## src/rtl/lz77_pkg.sv

```systemverilog
// lz77_pkg
// Constants and state encoding shared by the LZ77 encoder and decoder.
//   SEARCH_DEPTH : search-buffer entries (legal offsets 0..SEARCH_DEPTH-1)
//   OFFSET_W     : offset field width
//   LEN_W        : match length field width
//   CHAR_W       : character width
//   END_CHAR     : terminator character ('$')
package lz77_pkg;

    localparam int SEARCH_DEPTH = 9;
    localparam int OFFSET_W     = 4;
    localparam int LEN_W        = 3;
    localparam int CHAR_W       = 8;

    localparam logic [CHAR_W-1:0]   END_CHAR  = 8'h24;
    // Depth expressed at offset width so the bounds compare is width-matched.
    localparam logic [OFFSET_W-1:0] DEPTH_IDX = OFFSET_W'(SEARCH_DEPTH);

    typedef enum logic [1:0] {
        IDLE = 2'd0,
        COPY = 2'd1,
        LIT  = 2'd2,
        DONE = 2'd3
    } lz77_state_e;

endpackage

```

## src/rtl/lz77_search_buf.sv

```systemverilog
// lz77_search_buf
// Sliding search buffer for the LZ77 decoder: a SEARCH_DEPTH x CHAR_W shift
// register with entry 0 holding the most recent character.
// Ports:
//   clk      : rising-edge clock
//   reset    : synchronous active-high reset, clears every entry
//   shift_en : shift the buffer by one and insert din at entry 0
//   din      : character inserted on shift
//   rd_idx   : read index (0 = most recent)
//   rd_data  : entry at rd_idx, or 0 when rd_idx is out of range
//   rd_oob   : rd_idx >= SEARCH_DEPTH
module lz77_search_buf
    import lz77_pkg::*;
(
    input  logic                clk,
    input  logic                reset,
    input  logic                shift_en,
    input  logic [CHAR_W-1:0]   din,
    input  logic [OFFSET_W-1:0] rd_idx,
    output logic [CHAR_W-1:0]   rd_data,
    output logic                rd_oob
);

    logic [CHAR_W-1:0] sbuf_q [SEARCH_DEPTH];
    logic [CHAR_W-1:0] sbuf_d [SEARCH_DEPTH];

    always_comb begin
        sbuf_d = sbuf_q;
        if (shift_en) begin
            sbuf_d[0] = din;
            for (int i = 1; i < SEARCH_DEPTH; i++) begin
                sbuf_d[i] = sbuf_q[i-1];
            end
        end
    end

    always_ff @(posedge clk) begin
        if (reset) begin
            sbuf_q <= '{default: '0};
        end else begin
            sbuf_q <= sbuf_d;
        end
    end

    // Out-of-range reads return zero so the caller can keep the stream length.
    always_comb begin
        rd_oob  = (rd_idx >= DEPTH_IDX);
        rd_data = '0;
        if (!rd_oob) begin
            rd_data = sbuf_q[rd_idx];
        end
    end

endmodule

```

## src/rtl/lz77_decoder.sv

```systemverilog
// lz77_decoder
// Rebuilds the character stream from (offset, match_len, char_nxt) tokens,
// emitting one character per cycle. A token whose literal is END_CHAR ends
// the stream: its copy part is emitted, the terminator itself is not.
//
// state | meaning
// IDLE  | ready for a token (code_ready = 1)
// COPY  | emitting one copied character per cycle from the search buffer
// LIT   | emitting the literal, or raising finish for the terminator
// DONE  | stream ended; tokens ignored until reset
//
// Ports:
//   clk, reset          : rising-edge clock, synchronous active-high reset
//   code_valid/ready    : token handshake (accepted when both are high)
//   offset, match_len   : copy distance (0 = most recent) and copy length
//   char_nxt            : literal following the copy
//   out_valid, out_char : decoded character stream
//   finish              : terminator consumed (sticky)
//   err                 : illegal offset used in a copy (sticky)
module lz77_decoder
    import lz77_pkg::*;
(
    input  logic                clk,
    input  logic                reset,
    input  logic                code_valid,
    output logic                code_ready,
    input  logic [OFFSET_W-1:0] offset,
    input  logic [LEN_W-1:0]    match_len,
    input  logic [CHAR_W-1:0]   char_nxt,
    output logic                out_valid,
    output logic [CHAR_W-1:0]   out_char,
    output logic                finish,
    output logic                err
);

    lz77_state_e         state_q, state_d;
    logic [OFFSET_W-1:0] off_q, off_d;
    logic [LEN_W-1:0]    len_q, len_d;
    logic [CHAR_W-1:0]   lit_q, lit_d;
    logic                out_valid_q, out_valid_d;
    logic [CHAR_W-1:0]   out_char_q, out_char_d;
    logic                finish_q, finish_d;
    logic                err_q, err_d;

    logic                shift_en;
    logic [CHAR_W-1:0]   buf_din;
    logic [CHAR_W-1:0]   rd_data;
    logic                rd_oob;

    lz77_search_buf u_search_buf (
        .clk      (clk),
        .reset    (reset),
        .shift_en (shift_en),
        .din      (buf_din),
        .rd_idx   (off_q),
        .rd_data  (rd_data),
        .rd_oob   (rd_oob)
    );

    assign code_ready = (state_q == IDLE);

    always_comb begin
        state_d     = state_q;
        off_d       = off_q;
        len_d       = len_q;
        lit_d       = lit_q;
        out_valid_d = 1'b0;
        out_char_d  = out_char_q;
        finish_d    = finish_q;
        err_d       = err_q;
        shift_en    = 1'b0;
        buf_din     = lit_q;

        unique case (state_q)
            IDLE: begin
                if (code_valid) begin
                    off_d   = offset;
                    len_d   = match_len;
                    lit_d   = char_nxt;
                    state_d = (match_len != '0) ? COPY : LIT;
                end
            end
            COPY: begin
                // The buffer shifts as each copied character is written back,
                // so a fixed offset smaller than the length replays a run.
                out_valid_d = 1'b1;
                out_char_d  = rd_data;
                shift_en    = 1'b1;
                buf_din     = rd_data;
                len_d       = len_q - LEN_W'(1);
                if (rd_oob) begin
                    err_d = 1'b1;
                end
                if (len_q == LEN_W'(1)) begin
                    state_d = LIT;
                end
            end
            LIT: begin
                if (lit_q != END_CHAR) begin
                    out_valid_d = 1'b1;
                    out_char_d  = lit_q;
                    shift_en    = 1'b1;
                    state_d     = IDLE;
                end else begin
                    finish_d = 1'b1;
                    state_d  = DONE;
                end
            end
            DONE: begin
                state_d = DONE;
            end
            default: begin
                state_d = IDLE;
            end
        endcase
    end

    always_ff @(posedge clk) begin
        if (reset) begin
            state_q     <= IDLE;
            off_q       <= '0;
            len_q       <= '0;
            lit_q       <= '0;
            out_valid_q <= 1'b0;
            out_char_q  <= '0;
            finish_q    <= 1'b0;
            err_q       <= 1'b0;
        end else begin
            state_q     <= state_d;
            off_q       <= off_d;
            len_q       <= len_d;
            lit_q       <= lit_d;
            out_valid_q <= out_valid_d;
            out_char_q  <= out_char_d;
            finish_q    <= finish_d;
            err_q       <= err_d;
        end
    end

    assign out_valid = out_valid_q;
    assign out_char  = out_char_q;
    assign finish    = finish_q;
    assign err       = err_q;

endmodule

```

## config.mk

```make
export PLATFORM = sky130hd
export DESIGN_NAME = lz77_decoder
export DESIGN_NICKNAME = d
export VERILOG_FILES = /design/src/rtl/lz77_pkg.sv /design/src/rtl/lz77_search_buf.sv /design/src/rtl/lz77_decoder.sv
export SDC_FILE = /design/constraint.sdc
export NUM_CORES = 1
export LEC_CHECK = 0
export ABC_CLOCK_PERIOD_IN_PS = 2600
export CORE_MARGIN = 3
export CORE_UTILIZATION = 32
export CTS_BUF_LIST = sky130_fd_sc_hd__clkbuf_8
export DETAILED_ROUTE_END_ITERATION = 8
export MAX_ROUTING_LAYER = met4
export PLACE_DENSITY = 0.47
export SETUP_SLACK_MARGIN = 0.1
export SYNTH_ARGS = -nofsm -noshare
export SYNTH_HDL_FRONTEND = slang
export SYNTH_SLANG_ARGS = --single-unit
```

## constraint.sdc

```tcl
create_clock -name clk -period 2.6 [get_ports clk]
set_input_delay 0.65 -clock clk [delete_from_list [all_inputs] [get_ports clk]]
set_output_delay 0.65 -clock clk [all_outputs]
set_load 0.01 [all_outputs]
```

# After elaboration in Yosys (flattened, before gate mapping)

Cells that the tools add are included.

Reductions and logical operators: 10
Eq/ne operators: 8
$lt $le $gt $ge: 2
Mux-type cells: 16
Bitwise operators: 2
Add/sub/neg operators: 1

Operator list:

| kind                                                     | number |
|---|---|
| 2-to-1 mux 8 bit                                         | 5 |
| binary-select mux 8 bit (select 4 bit)                   | 1 |
| one-hot mux 8 bit (2 select lines)                       | 1 |
| AND reduction 2 bit                                      | 6 |
| 2-to-1 mux 2 bit                                         | 4 |
| inequality test 8 x 6 -> 1 bit, second input constant    | 1 |
| one-hot mux 2 bit (4 select lines)                       | 1 |
| inequality test 2 bit, second input constant             | 3 |
| one-hot mux 3 bit (2 select lines)                       | 1 |
| greater-or-equal comparator 5 bit, second input constant | 1 |
| NOT 4 -> 5 bit                                           | 1 |
| equality test 2 bit, second input constant               | 2 |
| greater-or-equal comparator 4 bit, second input constant | 1 |
| nonzero test 2 bit                                       | 2 |
| equality test 3 x 1 -> 1 bit, second input constant      | 1 |
| 2-to-1 mux 3 bit                                         | 1 |
| nonzero test 3 bit                                       | 1 |
| subtractor 3 x 1 -> 3 bit, second input constant         | 1 |
| equality test 2 x 1 -> 1 bit, second input constant      | 1 |
| zero test 2 bit                                          | 1 |
| one-hot mux 1 bit (2 select lines)                       | 1 |
| 2-to-1 mux 1 bit                                         | 1 |
| NOT 1 bit                                                | 1 |

Input port bits: 18
Register bits: 100
Logic and storage cells: 56

# Longest topological paths before layout

Depth after elaboration: 6
Depth in mapped cells: 9
Gate-level depth less buffers: 6

# By module

From an unflattened synthesis, not the netlist that was laid out.

Cell total of the unflattened synthesis: 482
Area, all modules: 4568.1 um2

By module, submodules not included:

| module          | area an instance (um2) | times used | sequential area each (um2) | cells an instance |
|---|---|---|---|---|
| lz77_search_buf | 3148.0                 | 1          | 1441.4                     | 310 |
| lz77_decoder    | 1420.1                 | 1          | 560.5                      | 172 |

# Worst setup path after synthesis

Ideal clock, no wire load.

Path type: register -> register
From: register state_q[0]
To: register u_search_buf.sbuf_q[66] in the netlist's numbering
Path buffers: 2
Setup slack: 0.615 ns
Setup time: 0.086 ns
Data arrival time: 1.900 ns
Clock period less this slack: 1.985 ns
Stages on the path, launching flop included: 9
Required time: 2.514 ns
Cells stage by stage: dfxtp_1 > inv_1 > ha_1 > clkbuf_1 > nand2_1 > a21oi_1 > clkbuf_1 > o31ai_1 > a211oi_1

Word-level cells in the longest chain between the ends: 2

Ends and longest elaborated chain:

| what                                                                          | RTL line              | text |
|---|---|---|
| start: declaration                                                            | lz77_decoder.sv:36    | `lz77_state_e state_q, state_d;` |
| start signal: assignment                                                      | lz77_decoder.sv:129   | `state_q <= state_d;` |
| equality test 2 bit / equality test 2 x 1 -> 1 bit (equally long branches)    | lz77_decoder.sv:74    | `unique case (state_q)` |
| one-hot mux 1 bit (2 select lines) / 2-to-1 mux 8 bit (equally long branches) | lz77_decoder.sv:74    |  |
| end signal: assignment                                                        | lz77_search_buf.sv:41 | `sbuf_q <= sbuf_d;` |
| end: declaration                                                              | lz77_search_buf.sv:24 | `logic [CHAR_W-1:0] sbuf_q [SEARCH_DEPTH];` |

Parallel ways exist; a longest one is shown, timed or not.
A chain may end at the register's enable or synchronous reset.

# Worst setup path in the final report

From: register state_q[0]
To: output code_ready

Word-level cells in the longest chain between the ends: 1

Ends and longest elaborated chain:

| what             | RTL line           | text |
|---|---|---|
| zero test 2 bit  | lz77_decoder.sv:60 | `assign code_ready = (state_q == IDLE);` |
| end: declaration | lz77_decoder.sv:26 | `output logic code_ready,` |

No other way between the ends.

==> impl_results.md <==
- Highest cell delay on the worst timing path: between 0.5 and 0.6 ns
- Maxcap violations: 0
- Initial antenna violation count: 0
- CTS resizes: 0
- Iteration-0 DRC Markers: 284
- Main flop type after synthesis: dfxtp_1
- Slowest stage cell, crit path: clkdlybuf4s50_1
- Crit end category: output port
- I/O Buffers: 29
- Post-synthesis average cell area: between 8 and 9 um^2
- Peak supply drop: roughly 0.30 mV
- Async S/R FF share, synth: 0%
- Clock sink total: 100
- DR vias: 4316
- Power share of the sequential group: roughly 40%
- Global-route usage over all layers: 17.3%
- Fillcell total: about 1500
- GR Util met2: 26.6%
- Final setup TNS: 0 ns
- Share of cells above drive strength 1: 8.09%
- Clock network fraction of total power: a little over a fifth
- Per-cell routed wire length: 17.4 um
- CP arrival: 1.68 ns
- Syn. warnings: 0
- Combinational group share of total power: 38.1%
- Headroom to the max-slew limit: 45.6%
- Largest net degree at the start of global routing: 73
- M3 GR Usage: a little over 3%
- Vias per inst: 5.55
- Sw Share: 38.9%
- Die X: 129 um
- Starting density of the core: approximately 33%
- Global-route wire length before repair: 22.3 mm
- Die area: 16500 um^2
- R2r setup slk: 0.32 ns
- Routed Antenna Nets: 0
- Gr busiest metal: met2
- Core area: 14600 um^2
- 1st-pass router iterations: 4
- Clock-pin slew on the worst setup and hold paths: roughly 0.09 ns
- Setup violators final: 0
- Pin slew with the least headroom to its limit: 0.814 ns
- Status: completed
- Insertion delay to the later sink of the worst-skew pair: 0.39 ns
- H-tree depth: 3
- CP Data Required Time: 1.95 ns
- Clock buffer count from CTS: 9
- DP HPWL: 8.62 mm
- Io pins: 30
- # rows: 44
- CTS hold repair buffers: 0
- Clock Tree Root: clkbuf_8
- Vias in the first global route: between 4000 and 5000
- Total gr overflow: 0
- Yosys cell types: 42
- Final wirelength: 13.5 mm
- Hold/Removal Path Class: register to register
- Total chip power: 0.00461 W
- Final Max Tran Viols: 0
- Met1 Resource Use GR: 23.3%
- FF+latch count, synth: 100
- Register Area: about 2000 um^2
- Pleak: 1.70 nW
- Bufs on Longest Clock Path: 2
- Setup Skew: 0.00980 ns
- # nets final: just over 600
- Critical path, cell by cell: inv_1 -> ha_1 -> clkdlybuf4s50_1
- DRC errors left: 0
- RSZ-0062 raised after global routing: no
- Synth Net Count: 614
- Area growth from synthesis to layout: 14.3%
- Die height: 129 um
- CTS tree: built
- Max Fclk: about 430 MHz
- Pint: 0.00282 W
- GP Congestion: 0.750
- Multi-input logic area: 2530 um^2
- CP Max Fanout: 5
- Setup Buffers After CTS: 0
- Psw: 0.00179 W
- Startpoint types: register
- Post-synth EDFFs: 0
- Post-layout minimum cycle time: 2.33 ns
- Power Dens Cells: approximately 840 nW/um^2
- Final hold viol count: 0
- Synth Instances: 589
- Sequential share of the synthesized area: 41.6%
- Period utilisation layout: 89.6%
- Mapped cell area: 4810 um^2
- # diodes: 0
- Kind of critical path: register to output port
## Yosys cell counts (5+ instances only)
| cell type | count | area, um^2 |
|---|---|---|
| nand2_1 | 37 | 139 |
| a21oi_1 | 95 | 475 |
| a221oi_1 | 8 | 70.1 |
| nor2_1 | 12 | 45.0 |
| inv_1 | 14 | 52.6 |
| dfxtp_1 | 100 | 2000 |
| mux2i_1 | 30 | 300 |
| o21ai_0 | 71 | 355 |
| and2_1 | 5 | 31.3 |
| nand3_1 | 73 | 365 |
| a311oi_1 | 7 | 61.3 |
| o31ai_1 | 7 | 52.6 |
| ha_1 | 7 | 87.6 |
| a211oi_1 | 8 | 60.1 |
| buf_2 | 12 | 60.1 |
| a22oi_1 | 8 | 60.1 |
| clkbuf_1 | 46 | 173 |
## cell type report
| class | instances | share of cell area (%) |
|---|---|---|
| Timing Repair Buffer | 51 | 9.33 |
| Multi-Input combinational cell | 414 | 46.0 |
| Clock buffer | 9 | 2.25 |
| Clock inverter | 5 | 0.865 |
| Inverter | 14 | 0.956 |
| Tap cell | 184 | 4.19 |
| Sequential cell | 100 | 36.4 |
## power by group through the flow
stage / logic (W) / registers [W] / clock network [W]
finish: 0.00176 / 0.00189 / 0.000960
floorplan: 0.00121 / 0.00184 / 0
CTS: 0.00178 / 0.00189 / 0.000995
global placement: 0.00177 / 0.00192 / 0
detailed placement: 0.00177 / 0.00193 / 0
global route: 0.00196 / 0.00192 / 0.00106
## final timing paths
| path | start | end | cells past startpoint |
|---|---|---|---|
| worst max-delay path | state_q[0] | code_ready | 3 |
| worst min-delay path | err | err | 2 |
| worst max register to register | lit_q[0] | u_search_buf.sbuf_q[55] | 5 |
| worst min register to register | err | err | 2 |
## per-stage QoR
step                      utilization (%)  worst slack [ns]  instance area, um^2  hold WS (ns)  cells
final                                37.6             0.271                 5500         0.482    777
after CTS                            37.6             0.244                 5500         0.483    777
after floorplan                         -             0.615                 4810         0.448    589
after detailed placement             36.4             0.314                 5330         0.464    763
after global routing                 37.6             0.116                 5500         0.507    777
after global placement               36.4             0.329                 5330         0.448    763
## critical path, delay by kind of cell, from the launching register on
family                     cells  cell delay, ns
DFF                            1            0.35
buffers and inverters          2            0.70
adders and majority gates      1            0.25
## registers in the layout, summed over array words and instances (netlist names)
| register | flops |
|---|---|
| lit_q | 8 |
| u_search_buf.sbuf_q | 72 |
| state_q | 2 |
| err | 1 |
| out_valid | 1 |
| off_q | 4 |
| out_char | 8 |
| len_q | 3 |
| finish | 1 |
## cell usage in the layout (no fill, tap or decap), types with 5 or more instances in the layout
cell and count:
dfxtp_1 99, a21oi_1 94, nand3_1 73, o21ai_0 71, nand2_1 36, mux2i_1 30
clkdlybuf4s50_1 28, buf_4 17, inv_1 16, nor2_1 12, clkbuf_8 9, a22oi_1 8
a221oi_1 8, a211oi_1 8, o31ai_1 7, a311oi_1 7, ha_1 7, buf_12 5
## layer usage
metal  share of wire (%)  wire [um]
met4                 1.4        193
met2                  46       6250
met1                  49       6620
met5                   0          0
met3                 3.5        468
## kinds of logic after synthesis
family,synth area share [%]
AO/OA/AOI/OAI,28.2
AND/OR/NAND/NOR,14.9
flip-flops,41.6
buffers and inverters,6.24
multiplexers,7.18
adder cells (fa/ha/maj),1.82
Note: power is estimated with default switching activity, not from simulation.
